File: src/rtl/max_pooling_2x2_if.sv
// max_pooling_2x2_if -- pixel-in / pooled-out bus for the 2x2 max-pool stage.
//   fire     pixel valid; data_in/row are consumed on the edge when 1
//   data_in  pixel, unsigned DATA_W
//   row      0 = top row of a 2-row band, 1 = bottom row
//   data_out pooled max, registered, holds between results
//   done     1-cycle strobe marking a new data_out
// master = pixel producer, slave = pooling stage.
interface max_pooling_2x2_if #(
  parameter int DATA_W = 6
);
  logic              fire;
  logic              row;
  logic [DATA_W-1:0] data_in;
  logic [DATA_W-1:0] data_out;
  logic              done;

  modport master (output fire, row, data_in, input  data_out, done);
  modport slave  (input  fire, row, data_in, output data_out, done);
endinterface

File: src/rtl/max_pooling_2x2.sv
// max_pooling_2x2 -- streaming 2x2 / stride-2 max pooling.
// Pixels arrive in raster order, one row per pass. The top row of each band
// is reduced pairwise into a ROW_LEN/2 line buffer; during the bottom row
// each horizontal pair is merged with its buffered top-row max and emitted
// one clock after the odd-column pixel, flagged by a 1-cycle done.
// Ports:
//   clk   rising-edge clock
//   rst   synchronous, active-high reset (wins over fire)
//   bus   max_pooling_2x2_if.slave (fire, row, data_in -> data_out, done)
// Optional build macro MAXPOOL_ROW_RESYNC_EN: a change of row between two
// consumed pixels forces the new pixel to column 0, realigning short rows.
module max_pooling_2x2 #(
  parameter int DATA_W  = 6,
  parameter int ROW_LEN = 16
) (
  input  logic                 clk,
  input  logic                 rst,
  max_pooling_2x2_if.slave     bus
);
  localparam int NBUF = ROW_LEN / 2;
  localparam int CW   = (ROW_LEN > 2) ? $clog2(ROW_LEN) : 1;
  localparam int IW   = (NBUF > 1) ? $clog2(NBUF) : 1;

  logic [CW-1:0]               r_col;
  logic [DATA_W-1:0]           r_hold;
  logic [NBUF-1:0][DATA_W-1:0] r_buf;
  logic [DATA_W-1:0]           r_dout;
  logic                        r_done;

  logic [CW-1:0]               w_col;      // column of the pixel on the bus
  logic [CW-1:0]               w_col_nxt;
  logic [IW-1:0]               w_idx;
  logic [DATA_W-1:0]           w_h;        // horizontal pair max
  logic [DATA_W-1:0]           w_top;      // buffered top-row max for this window
  logic [DATA_W-1:0]           w_win;      // full 2x2 window max

`ifdef MAXPOOL_ROW_RESYNC_EN
  logic r_prev_row;
  // A row transition means a new row has started, whatever the count says.
  assign w_col = (bus.row != r_prev_row) ? '0 : r_col;
`else
  assign w_col = r_col;
`endif

  assign w_col_nxt = (w_col == CW'(ROW_LEN - 1)) ? '0 : w_col + 1'b1;
  assign w_idx     = IW'(w_col >> 1);
  assign w_h       = (bus.data_in > r_hold) ? bus.data_in : r_hold;
  assign w_top     = r_buf[w_idx];
  assign w_win     = (w_h > w_top) ? w_h : w_top;

  always_ff @(posedge clk) begin
    if (rst) begin
      r_col  <= '0;
      r_hold <= '0;
      r_buf  <= '0;
      r_dout <= '0;
      r_done <= 1'b0;
`ifdef MAXPOOL_ROW_RESYNC_EN
      r_prev_row <= 1'b0;
`endif
    end else begin
      r_done <= 1'b0;
      if (bus.fire) begin
        r_col <= w_col_nxt;
`ifdef MAXPOOL_ROW_RESYNC_EN
        r_prev_row <= bus.row;
`endif
        if (!w_col[0]) begin
          r_hold <= bus.data_in;
        end else if (!bus.row) begin
          r_buf[w_idx] <= w_h;
        end else begin
          r_dout <= w_win;
          r_done <= 1'b1;
        end
      end
    end
  end

  assign bus.data_out = r_dout;
  assign bus.done     = r_done;
endmodule

File: src/flat_wrapper.sv
// flat-port wrapper written by rule: the top's interface ports become plain ports
module max_pooling_2x2_flat 
#(
  parameter int DATA_W  = 6,
  parameter int ROW_LEN = 16
)
  (clk, rst, bus_fire, bus_row, bus_data_in, bus_data_out, bus_done);
  max_pooling_2x2_if #(.DATA_W(DATA_W)) bus_i ();
  input  logic clk;
  input  logic rst;
  input wire logic [$bits(bus_i.fire)-1:0] bus_fire;
  input wire logic [$bits(bus_i.row)-1:0] bus_row;
  input wire logic [$bits(bus_i.data_in)-1:0] bus_data_in;
  output wire logic [$bits(bus_i.data_out)-1:0] bus_data_out;
  output wire logic [$bits(bus_i.done)-1:0] bus_done;
  assign bus_i.fire = bus_fire;
  assign bus_i.row = bus_row;
  assign bus_i.data_in = bus_data_in;
  assign bus_data_out = bus_i.data_out;
  assign bus_done = bus_i.done;
  max_pooling_2x2 #(.DATA_W(DATA_W), .ROW_LEN(ROW_LEN)) u_core (.clk(clk), .rst(rst), .bus(bus_i));
endmodule
File: config.mk
export PLATFORM = sky130hd
export DESIGN_NAME = max_pooling_2x2_flat
export DESIGN_NICKNAME = d
export VERILOG_FILES = /design/src/rtl/max_pooling_2x2_if.sv /design/src/rtl/max_pooling_2x2.sv /design/src/flat_wrapper.sv
export SDC_FILE = /design/constraint.sdc
export NUM_CORES = 1
export LEC_CHECK = 0
export BUFFER_PORTS_ARGS = -buffer_cell sky130_fd_sc_hd__clkbuf_2
export CAP_MARGIN = 20
export CORE_AREA = 5 5 119 121
export DETAILED_ROUTE_END_ITERATION = 8
export DIE_AREA = 0 0 124 126
export PLACE_DENSITY_LB_ADDON = 0.2
export SLEW_MARGIN = 10
export SYNTH_ARGS = -nofsm -noshare
export SYNTH_HDL_FRONTEND = slang
export SYNTH_SLANG_ARGS = --single-unit
export TNS_END_PERCENT = 5
File: constraint.sdc
create_clock -name clk -period 3.25 [get_ports clk]
set_clock_uncertainty 0.05 [all_clocks]
set_input_delay 0.325 -clock clk [delete_from_list [all_inputs] [get_ports clk]]
set_output_delay 0.325 -clock clk [all_outputs]
set_load 0.02 [all_outputs]
## Word level (Yosys, flattened, before mapping)

Cells that the tools add are included.

- Equal/unequal tests: 1
- Order comparisons: 4
- Add/subtract/negate cells: 1
- Multiplexer cells: 9
- Reductions and logical operators: 5
- Bitwise gates (word level): 3

Operators with widths:

| cell | count |
|---|---|
| $bwmux W48 | 1 |
| $mux W6 | 4 |
| $bmux W6 S3 | 1 |
| $demux W6 S3 | 1 |
| $gt A6 B6 Y1 | 2 |
| $reduce_and A3 Y1 | 2 |
| $add A4 B1 Y4 const B | 1 |
| $eq A4 B4 Y1 const B | 1 |
| $lt A3 B4 Y1 const B | 1 |
| $mux W4 | 1 |
| $ge A3 B1 Y1 const B | 1 |
| $not A1 Y1 | 3 |
| $reduce_or A3 Y1 | 1 |
| $reduce_and A2 Y1 | 1 |
| $logic_and A1 B1 Y1 | 1 |
| $mux W1 | 1 |

- Input port bits: 10
- Output and inout port bits: 7
- Bits in registers: 65

## Longest topological paths before layout

Gate-level depths: netlist (run 1).

- Word-level depth: 5
- Depth in mapped cells: 14

## Least setup slack after synthesis (run 1)

OpenSTA, ideal clock, no wires.

- Path kind: register -> register
- Start point: reg u_core.r_hold[5]
- End point: reg u_core.r_dout[2] (netlist: u_core.bus.data_out[2])
- Slack: -0.086 ns
- Required time: 3.057 ns
- Cell stages (with the launch flop): 15
- Setup time: 0.143 ns
- Arrival time: 3.143 ns
- Period minus slack after synthesis: 3.336 ns
- Path through: dfxtp_1 -> inv_1 -> ha_1 -> and4_1 -> o21ai_1 -> nand2_1 -> o21ai_4 -> mux2i_2 -> inv_1 -> ha_1 -> a21oi_1 -> a21boi_0 -> o32a_1 -> o41ai_1 -> a31oi_1

- Cells in the longest elaborated chain, start to end: 4

Ends and longest elaborated chain:

| what | line | RTL |
|---|---|---|
| start, declared | max_pooling_2x2.sv:25 | `logic [DATA_W-1:0] r_hold;` |
| start signal, assigned | max_pooling_2x2.sv:69 | `r_hold <= bus.data_in;` |
| $gt A6 B6 Y1 | max_pooling_2x2.sv:47 | `assign w_h = (bus.data_in > r_hold) ? bus.data_in : r_hold;` |
| $mux W6 | max_pooling_2x2.sv:47 |  |
| named net u_core.w_h[4] | max_pooling_2x2.sv:33 | `logic [DATA_W-1:0] w_h;` |
| $gt A6 B6 Y1 | max_pooling_2x2.sv:49 | `assign w_win = (w_h > w_top) ? w_h : w_top;` |
| $mux W6 | max_pooling_2x2.sv:49 |  |
| end signal, assigned | max_pooling_2x2.sv:73 | `r_dout <= w_win;` |
| end, declared | max_pooling_2x2.sv:27 | `logic [DATA_W-1:0] r_dout;` |

The timed path passes the listed nets, and every way through them passes these cells.
A chain may end at the register's enable or synchronous reset.

## Final worst setup path (run 1)

- Start point: reg u_core.r_hold[2]
- End point: reg u_core.r_dout[4] (netlist: u_core.bus.data_out[4])

- Cells in the longest elaborated chain, start to end: 4

Ends and longest elaborated chain:

| what | line |
|---|---|
| $gt A6 B6 Y1 (*) | max_pooling_2x2.sv:47 |
| $mux W6 (*) | max_pooling_2x2.sv:47 |
| named net u_core.w_h[4] | max_pooling_2x2.sv:33 |
| $gt A6 B6 Y1 | max_pooling_2x2.sv:49 |
| $mux W6 (*) | max_pooling_2x2.sv:49 |

Mark *: on every way through the listed nets, which the timed path passes. The rest lies on a longest branch.

==> results of run 1 <==
-- per-stage QoR --
| step | instance area, µm² | setup WS [ps] | std cells | setup TNS (ps) |
|---|---|---|---|---|
| floorplan | 3168 | -15.67 | 363 | -15.67 |
| global placement | 3561 | 44.00 | 554 | 0 |
| detailed placement | 3561 | -0.9626 | 554 | -0.9626 |
| CTS | 3871 | 4.865 | 569 | 0 |
| global route | 4016 | -25.94 | 572 | -62.26 |
| finish | 4016 | 139.2 | 572 | 0 |
-- critical path, cell delays in order, from the launching register on --
cell      delay (ps)
dfxtp_2          330
inv_1             50
ha_1             260
and4_1           220
o21ai_2           70
nand2_2           90
o21ai_4          200
buf_12           150
mux2i_4          220
inv_1            100
ha_4             260
a21oi_1          140
a21boi_1         100
o32a_1           410
buf_6            160
nand2_1           90
o21ai_0           80
-- routing by layer --
metal	routed length, µm	GRT usage, %	vias up
li1	-	-	1372
met1	4207	15.15	1271
met2	4100	17.82	30
met3	154	1.749	12
met4	202	5.219	0
met5	0	0	-
-- final timing paths --
kind	startpoint	end	slack (ps)
setup / recovery	u_core.r_hold[2]	u_core.bus.data_out[4]	140
setup reg to reg	u_core.r_hold[2]	u_core.bus.data_out[4]	140
hold reg to reg	u_core.bus.data_out[3]	u_core.bus.data_out[3]	420
hold / removal	bus_data_in[3]	u_core.r_hold[3]	230
-- power by group through the flow --
stage / clock (mW) / combinational (mW) / sequential [mW]
2_1_floorplan: 0 / 0.172 / 0.836
3_3_place_gp: 0 / 0.274 / 0.840
3_5_place_dp: 0 / 0.277 / 0.840
4_1_cts: 1.04 / 0.278 / 0.822
5_1_grt: 1.07 / 0.353 / 0.824
6_report: 1.02 / 0.325 / 0.823
-- area by class of cell --
class	count	share of cell area, %
sequential	65	32.52
inverter	15	1.402
multi-input combinational	255	44.45
clock inverter	5	2.025
tap	176	5.483
clock buffer	10	5.701
timing repair buffer	46	8.411
-- cell usage after synthesis (all sizes together) (8+ instances only) --
master  instances  area share [%]
nor2           74             8.8
dfxtp          65              41
a211oi         49              12
mux2i          20             6.9
nand2          16             1.9
a21oi          15             2.4
buf            15             2.5
inv            14             1.7
clkbuf         13             1.5
ha             13             5.1
o21ai          12             2.3
nand3           8             1.3
-- logic make-up (layout without fill, tap and decap cells) --
kind of cell	count (synthesis)	after routing
fa+ha+maj	13	13
flops	65	65
xor+xnor	1	1
buf+inv	43	76
mux	23	23
compound gates	97	97
simple gates	121	121
-- sequential cells by signal (all words and copies together) (netlist names) --
register / flops
u_core.bus.data_out: 6
u_core.bus.done: 1
u_core.r_buf: 48
u_core.r_col: 4
u_core.r_hold: 6
-- what timing repair did --
action,in CTS,in global routing
gates resized for setup,0,22
setup endpoints to repair,0,6
hold buffers,0,0
setup buffers,0,3
==> impl_metrics.json, run 1 <==
{
  "synth_compound_area_share_pct": 21.62,
  "synth.area.mux_share_pct": 9.069,
  "cts.clk_slew.worst_paths_ps": 60,
  "track_usage_pct": 11.32,
  "multiInputGateArea_um2": 1785,
  "synth-simple-area-share_pct": 16.83,
  "place_congestion": 0.8374,
  "post-dp-hpwl_um": 5961,
  "avgViaCountPerCell": 4.694,
  "grt_max_degree": 60,
  "clk_latency_ps": 330,
  "vias": 2685,
  "cap_violations": 0,
  "endpoint_kind": "flop",
  "die_h_um": 126,
  "fin_crit_sh_pct": 95.72,
  "tightest_slew_ps": 874.8,
  "row_count": 42,
  "final-setup-viol-count": 0,
  "synthCells": 363,
  "io_pins": 17,
  "die-area_um2": 15620,
  "crit_path_max_fanout": 4,
  "layout-drive-gt1-share_pct": 22.22,
  "synth_cell_types": 43,
  "numClockSinks": 65,
  "ys_warn_count": 0,
  "ff_latch_area_um2": 1306,
  "status": "completed",
  "grt_remaining_overflow": 0,
  "switching_share_pct": 25.25,
  "relSlewSlack_pct": 41.56,
  "num_antenna_cells": 0,
  "synth_fa_ha_area_share_pct": 5.149,
  "synth-xor-area-share_pct": 0.2772,
  "synth_edf_count": 0,
  "vdd_drop_max_uv": 249.9,
  "fin_util_pct": 30.94,
  "synth_fp_nets": 386,
  "grt_pass1_wl_um": 13540,
  "fin_crit_ps": 3111,
  "p_per_area_nw_per_um2": 538.8,
  "critical_path_required_ps": 3400,
  "total_power_mw": 2.164,
  "cp.arrival_ps": 3260,
  "p_switching_uw": 546.3,
  "grt_pass1_vias": 2499,
  "ys.flop_type": "dfxtp_1",
  "portBuffers": 16,
  "fin_nets": 415,
  "internal-power_mw": 1.618,
  "critical_path_class": "flop to flop",
  "netlist_area_um2": 3159,
  "pwr-share-comb_pct": 15.0,
  "cts_buffer_depth": 2,
  "cts_tree": "done",
  "cellLeakagePower_nw": 1.407,
  "drtIter0Drc": 151,
  "fmax_mhz": 321.5,
  "numCtsBuffers": 9,
  "synth_seq_cells": 65,
  "finalWirelength_um": 8665,
  "area_delta_synth_final_pct": 27.13,
  "r2r_cells": 16,
  "clkPwrFrac_pct": 47.0,
  "drc": 0,
  "report.final.slew_viol_count": 0,
  "core_area_um2": 12980,
  "die_w_um": 124,
  "hold_viol": 0,
  "antenna_found_initial": 0,
  "avgSynthCellArea_um2": 8.703,
  "post_drt_wl_per_cell_um": 15.15,
  "synth-async-reset-ratio_pct": 0,
  "start_util_pct": 24.34,
  "n_fill_cell": 1380,
  "cts-root-buf": "clkbuf_16",
  "yosysSeqAreaShare_pct": 41.19,
  "synth_top_family_by_area": "compound AO/OA/AOI/OAI gates",
  "critPathLaunchType": "flop",
  "postRouteAntennaNets": 0,
  "final_common_cell": "nor2_1",
  "hold_path.class": "input pin to flop",
  "final_cell_mix": "nor2_1, dfxtp_1, a211oi_1",
  "whs_ps": 233.2,
  "firstDrtPassIters": 4,
  "ctsHtreeMaxLevel": 3,
  "seq_power_share_pct": 38.0,
  "whs_path_depth": 3
}
(Power assumes the default switching activity.)
==> run 2: changes to the inputs <==
--- a/config.mk
+++ b/config.mk
@@ -5,11 +5,12 @@
 export SDC_FILE = /design/constraint.sdc
 export NUM_CORES = 1
 export LEC_CHECK = 0
+export ABC_AREA = 1
 export BUFFER_PORTS_ARGS = -buffer_cell sky130_fd_sc_hd__clkbuf_2
 export CAP_MARGIN = 20
-export CORE_AREA = 5 5 119 121
+export CORE_AREA = 5 5 132 134
 export DETAILED_ROUTE_END_ITERATION = 8
-export DIE_AREA = 0 0 124 126
+export DIE_AREA = 0 0 137 139
 export PLACE_DENSITY_LB_ADDON = 0.2
 export SLEW_MARGIN = 10
 export SYNTH_ARGS = -nofsm -noshare
==> impl_metrics.json, run 2 <==
{
  "fin_crit_ps": 2870,
  "relSlewSlack_pct": 45.12,
  "synth-xor-area-share_pct": 0.2229,
  "endpoint_kind": "flop",
  "numCtsBuffers": 9,
  "tightest_slew_ps": 823.2,
  "yosysSeqAreaShare_pct": 33.12,
  "synth_top_family_by_area": "compound AO/OA/AOI/OAI gates",
  "cellLeakagePower_nw": 2.107,
  "core_area_um2": 16170,
  "crit_path_max_fanout": 9,
  "status": "completed",
  "die_h_um": 139,
  "synth-async-reset-ratio_pct": 0,
  "use_met1_pct": 13.56,
  "netlist_area_um2": 3929,
  "portBuffers": 16,
  "place_congestion": 0.8053,
  "ctsHtreeMaxLevel": 3,
  "synth_top_area_cell": "dfxtp_1",
  "critical_path_class": "flop to flop",
  "track_usage_pct": 10.38,
  "synth_fa_ha_area_share_pct": 4.140,
  "final_common_cell": "inv_1",
  "cts.clk_slew.worst_paths_ps": 60,
  "die-area_um2": 19040,
  "grt_pass1_wl_um": 15500,
  "fin_crit_sh_pct": 88.32,
  "met2_usage_pct": 16.42,
  "numClockSinks": 65,
  "n_fill_cell": 1788,
  "postRouteAntennaNets": 0,
  "grt_busiest_layer": "met2",
  "synth_fp_nets": 592,
  "avgViaCountPerCell": 4.119,
  "final_cell_mix": "inv_1, nand2_1, dfxtp_1",
  "ys_warn_count": 0,
  "synth_common_cells": "inv_1, nand2_1, dfxtp_1",
  "row_count": 47,
  "fin_util_pct": 27.39,
  "hold_path.class": "input pin to flop",
  "multiInputGateArea_um2": 1873,
  "grt_setup_unrepaired": "false",
  "synthCells": 569,
  "die_w_um": 137,
  "num_antenna_cells": 0,
  "grt_pass1_vias": 3127,
  "finalWirelength_um": 9314,
  "ff_latch_area_um2": 1301,
  "largest-register": "u_core.r_buf",
  "hold_viol": 0,
  "vdd_drop_max_uv": 203.7,
  "avgSynthCellArea_um2": 6.905,
  "grt_remaining_overflow": 0,
  "yosysMostFrequentCell": "inv_1",
  "synth.top_cell.area_share_pct": 33.12,
  "ys.flop_type": "dfxtp_1",
  "io_pins": 17,
  "synth-simple-area-share_pct": 20.70,
  "synth.area.mux_share_pct": 0,
  "synth_edf_count": 0,
  "cts_tree": "done",
  "antenna_found_initial": 0,
  "layout-drive-gt1-share_pct": 18.53,
  "synth_cell_types": 26,
  "largest_reg_flops": 48,
  "synth_seq_cells": 65,
  "cp.arrival_ps": 3060,
  "critical_path_required_ps": 3440,
  "start_util_pct": 24.29,
  "grt_max_degree": 56,
  "clk_latency_ps": 340,
  "firstDrtPassIters": 4,
  "drc": 0,
  "grt.met3_usage_pct": 2.104,
  "report.final.slew_viol_count": 0,
  "post-dp-hpwl_um": 6606,
  "final-setup-viol-count": 0,
  "fin_setup_tns_ps": 0,
  "drtIter0Drc": 134,
  "critPathLaunchType": "flop",
  "cts_buffer_depth": 2,
  "fin_nets": 590,
  "total_power_mw": 2.213,
  "cts-root-buf": "clkbuf_16",
  "p_per_area_nw_per_um2": 499.7,
  "post_drt_wl_per_cell_um": 11.76,
  "ys_top_cells_by_area": "dfxtp_1, inv_1, o21ai_2",
  "synth_compound_area_share_pct": 22.48,
  "cap_violations": 0,
  "fmax_mhz": 348.4,
  "vias": 3262,
  "area_delta_synth_final_pct": 12.74
}
[run 2: cell types whose count changed in the layout (fill, tap and decap cells not counted), moves of 23 or more]
cell      delta
inv_1      +129
nand2_1     +96
nor2_1      -59
o21ai_2     +46
a21oi_1     +44
a211oi_1    -42
buf_4       -23
[run 2: worst paths after layout]
path | slack, ps | depth (start not counted) | to | startpoint
worst max-delay path | 380 | 19 | u_core.bus.data_out[2] | u_core.r_hold[5]
worst min-delay path | 220 | 3 | u_core.r_hold[1] | bus_data_in[1]
worst max register to register | 380 | 19 | u_core.bus.data_out[2] | u_core.r_hold[5]
worst min register to register | 440 | 2 | u_core.r_hold[5] | u_core.r_hold[5]
[run 2: layout make-up]
| cell class | instances | area share, % |
|---|---|---|
| clock inverter | 4 | 1.130 |
| multi-input combinational | 327 | 42.29 |
| clock buffer | 12 | 6.017 |
| tap | 220 | 6.215 |
| inverter | 144 | 12.20 |
| timing repair buffer | 20 | 2.768 |
| sequential | 65 | 29.38 |
[run 2: per-stage QoR]
| stage | std cells | cell area (µm²) | setup WS [ps] | hold slack [ps] |
|---|---|---|---|---|
| floorplan | 569 | 3929 | 515.2 | 421.3 |
| global placement | 776 | 4108 | 304.5 | 430.7 |
| detailed placement | 776 | 4108 | 255.5 | 436.6 |
| CTS | 792 | 4424 | 287.4 | 210.3 |
| global route | 792 | 4429 | 48.61 | 234.7 |
| finish | 792 | 4429 | 379.6 | 218.8 |
[run 2: routing by layer]
layer | vias to the layer above | share of wire, % | wire length, µm
met2 | 39 | 46 | 4276
met1 | 1458 | 49 | 4604
met5 | - | 0 | 0
met3 | 15 | 2.6 | 239
met4 | 0 | 2.1 | 193
li1 | 1750 | - | -
[run 2: cells by family (layout without fill, tap and decap cells)]
logic type      after synthesis  after routing
buf+inv                     177            180
flops                        65             65
compound gates              137            137
simple gates                176            176
xor+xnor                      1              1
fa+ha+maj                    13             13
[run 2: what timing repair did]
item	4_1_cts	5_1_grt
buffers inserted	0	0
hold buffers	0	0
endpoints found under the setup margin	0	6
resized for setup	0	1
hold endpoints to repair	0	0
[run 2: worst max-delay path, stage by stage, from the launching register on]
cell and delay, ps:
dfxtp_1 320, inv_1 70, ha_1 300, a21oi_1 250, nand3_4 150, nand2_4 140, nand2_2 70, and2_4 190
ha_1 300, nand2_1 70, nor2_1 130, nand2_1 70, inv_1 50, nor2_1 50, nor2_4 160, inv_1 130
nand2_1 80, nand3_1 80, nand2_1 70, inv_1 40
[run 2: where the power goes]
group / leakage [nW] / switching, mW / internal [mW] / total (mW)
logic: 1.43 / 0.260 / 0.108 / 0.368
registers: 0.526 / 0.00952 / 0.814 / 0.824
clock network: 0.151 / 0.367 / 0.655 / 1.02
total: 2.11 / 0.637 / 1.58 / 2.21
==> run 3: changes to the inputs <==
--- a/config.mk
+++ b/config.mk
@@ -5,13 +5,14 @@
 export SDC_FILE = /design/constraint.sdc
 export NUM_CORES = 1
 export LEC_CHECK = 0
-export ABC_AREA = 1
+export ABC_AREA = 0
 export BUFFER_PORTS_ARGS = -buffer_cell sky130_fd_sc_hd__clkbuf_2
 export CAP_MARGIN = 20
-export CORE_AREA = 5 5 132 134
+export CORE_AREA = 5 5 95 97
 export DETAILED_ROUTE_END_ITERATION = 8
-export DIE_AREA = 0 0 137 139
+export DIE_AREA = 0 0 100 102
 export PLACE_DENSITY_LB_ADDON = 0.2
+export SKIP_LAST_GASP = 1
 export SLEW_MARGIN = 10
 export SYNTH_ARGS = -nofsm -noshare
 export SYNTH_HDL_FRONTEND = slang
==> impl_metrics.json, run 3 (synthesis gave the netlist of run 1 again) <==
{
  "seq_power_share_pct": 45.1,
  "cp.arrival_ps": 3310,
  "hold_path.class": "input pin to flop",
  "io_pins": 17,
  "num_antenna_cells": 0,
  "fin_nets": 413,
  "grt_max_degree": 60,
  "internal-power_mw": 1.297,
  "clk_latency_ps": 350,
  "portBuffers": 16,
  "die_h_um": 102,
  "fmax_mhz": 319.9,
  "clkPwrFrac_pct": 37.9,
  "cts-root-buf": "clkbuf_8",
  "critical_path_class": "flop to flop",
  "cellLeakagePower_nw": 1.339,
  "finalWirelength_um": 7848,
  "firstDrtPassIters": 4,
  "grt_pass1_wl_um": 12720,
  "report.final.slew_viol_count": 0,
  "fin_crit_sh_pct": 96.17,
  "layout-drive-gt1-share_pct": 21.52,
  "relSlewSlack_pct": 45.17,
  "drtIter0Drc": 126,
  "area_delta_synth_final_pct": 19.13,
  "critPathLaunchType": "flop",
  "numCtsBuffers": 9,
  "start_util_pct": 39.24,
  "largest_reg_flops": 48,
  "post_drt_wl_per_cell_um": 15.70,
  "tightest_slew_ps": 819.5,
  "row_count": 33,
  "fin_setup_tns_ps": 0,
  "drc": 0,
  "whs_ps": 209.8,
  "hold_viol": 0,
  "total_power_mw": 1.819,
  "critical_path_required_ps": 3430,
  "pwr-share-comb_pct": 17.1,
  "final_cell_mix": "nor2_1, dfxtp_1, a211oi_1",
  "core_area_um2": 8051,
  "cts.clk_slew.worst_paths_ps": 80,
  "n_fill_cell": 785,
  "grt_pass1_vias": 2509,
  "cts_tree": "done",
  "vias": 2626,
  "final-setup-viol-count": 0,
  "status": "completed",
  "cap_violations": 0,
  "numClockSinks": 65,
  "largest-register": "u_core.r_buf",
  "place_congestion": 0.8446,
  "cts_buffer_depth": 2,
  "p_per_area_nw_per_um2": 483.2,
  "switching_share_pct": 28.68,
  "crit_path_max_fanout": 3,
  "avgViaCountPerCell": 5.252,
  "postRouteAntennaNets": 0,
  "p_switching_uw": 521.6,
  "die-area_um2": 10200,
  "final_common_cell": "nor2_1",
  "fin_util_pct": 46.74,
  "track_usage_pct": 16.12,
  "fin_crit_ps": 3126,
  "vdd_drop_max_uv": 161.0,
  "grt_remaining_overflow": 0,
  "antenna_found_initial": 0,
  "cts_hold_buf": 0,
  "ctsHtreeMaxLevel": 3,
  "die_w_um": 100,
  "endpoint_kind": "flop",
  "post-dp-hpwl_um": 5371
}
[run 3: cell count changes in the layout (fill, tap and decap cells not counted), moves of 12 or more]
cell      change
a21oi_1      -46
a211oi_1     +42
mux2i_1      +15
nand2_1      -96
inv_1       -128
o21ai_0      -18
nand3_1      -12
nor2_1       +60
buf_4        +22
o21ai_2      -48
[run 3: worst max-delay path, cell delays in order, from the launching register on]
cell      delay, ps
dfxtp_2         350
inv_1            60
ha_1            290
nor2b_1         140
o21ai_1         150
nand2_2          90
o21ai_4         170
buf_4           150
mux2i_4         220
inv_1           100
ha_4            250
a21oi_2         130
a21boi_1         90
o32a_1          400
o41ai_2         300
a31oi_1          70
[run 3: cell type report]
| type | instances | area (µm²) | share of cell area (%) |
|---|---|---|---|
| Clock buffer | 9 | 123.9 | 3.291 |
| Clock inverter | 7 | 70.07 | 1.862 |
| Inverter | 15 | 56.30 | 1.496 |
| Multi-Input combinational cell | 255 | 1764 | 46.87 |
| Sequential cell | 65 | 1308 | 34.74 |
| Tap cell | 105 | 131.4 | 3.491 |
| Timing Repair Buffer | 44 | 310.3 | 8.245 |
[run 3: through the flow]
| step | std cells | cell area [µm²] | setup slack, ps |
|---|---|---|---|
| floorplan | 363 | 3168 | -15.67 |
| global placement | 479 | 3442 | 65.89 |
| detailed placement | 479 | 3442 | -42.19 |
| CTS | 497 | 3660 | 23.37 |
| global route | 500 | 3764 | -29.90 |
| finish | 500 | 3764 | 124.3 |
[run 3: final timing paths]
path | start | end | slack [ps] | cells past startpoint
max | u_core.r_hold[1] | u_core.bus.data_out[2] | 120 | 15
min | bus_data_in[2] | u_core.r_hold[2] | 210 | 3
max reg2reg | u_core.r_hold[1] | u_core.bus.data_out[2] | 120 | 15
min reg2reg | u_core.bus.data_out[3] | u_core.bus.data_out[3] | 410 | 2
[run 3: per-layer routing]
metal	track usage, %	vias to the layer above	share of wire, %
met5	0	-	0
met4	6.528	0	1.4
met3	3.618	9	3.8
met2	26.32	40	47
met1	20.76	1217	48
li1	-	1360	-
[run 3: power by group through the flow]
| stage | Combinational (mW) | Clock, mW | Sequential (mW) |
|---|---|---|---|
| 2_1_floorplan | 0.172 | 0 | 0.836 |
| 3_3_place_gp | 0.268 | 0 | 0.838 |
| 3_5_place_dp | 0.272 | 0 | 0.838 |
| 4_1_cts | 0.280 | 0.710 | 0.819 |
| 5_1_grt | 0.340 | 0.744 | 0.821 |
| 6_report | 0.310 | 0.689 | 0.820 |
[run 3: repair_timing]
action | 4_1_cts | 5_1_grt
gates cloned | 0 | 0
endpoints found under the hold margin | 0 | 0
setup buffers | 2 | 3
gates resized for setup | 2 | 18
endpoints found under the setup margin | 1 | 6
pin swaps | 2 | 4
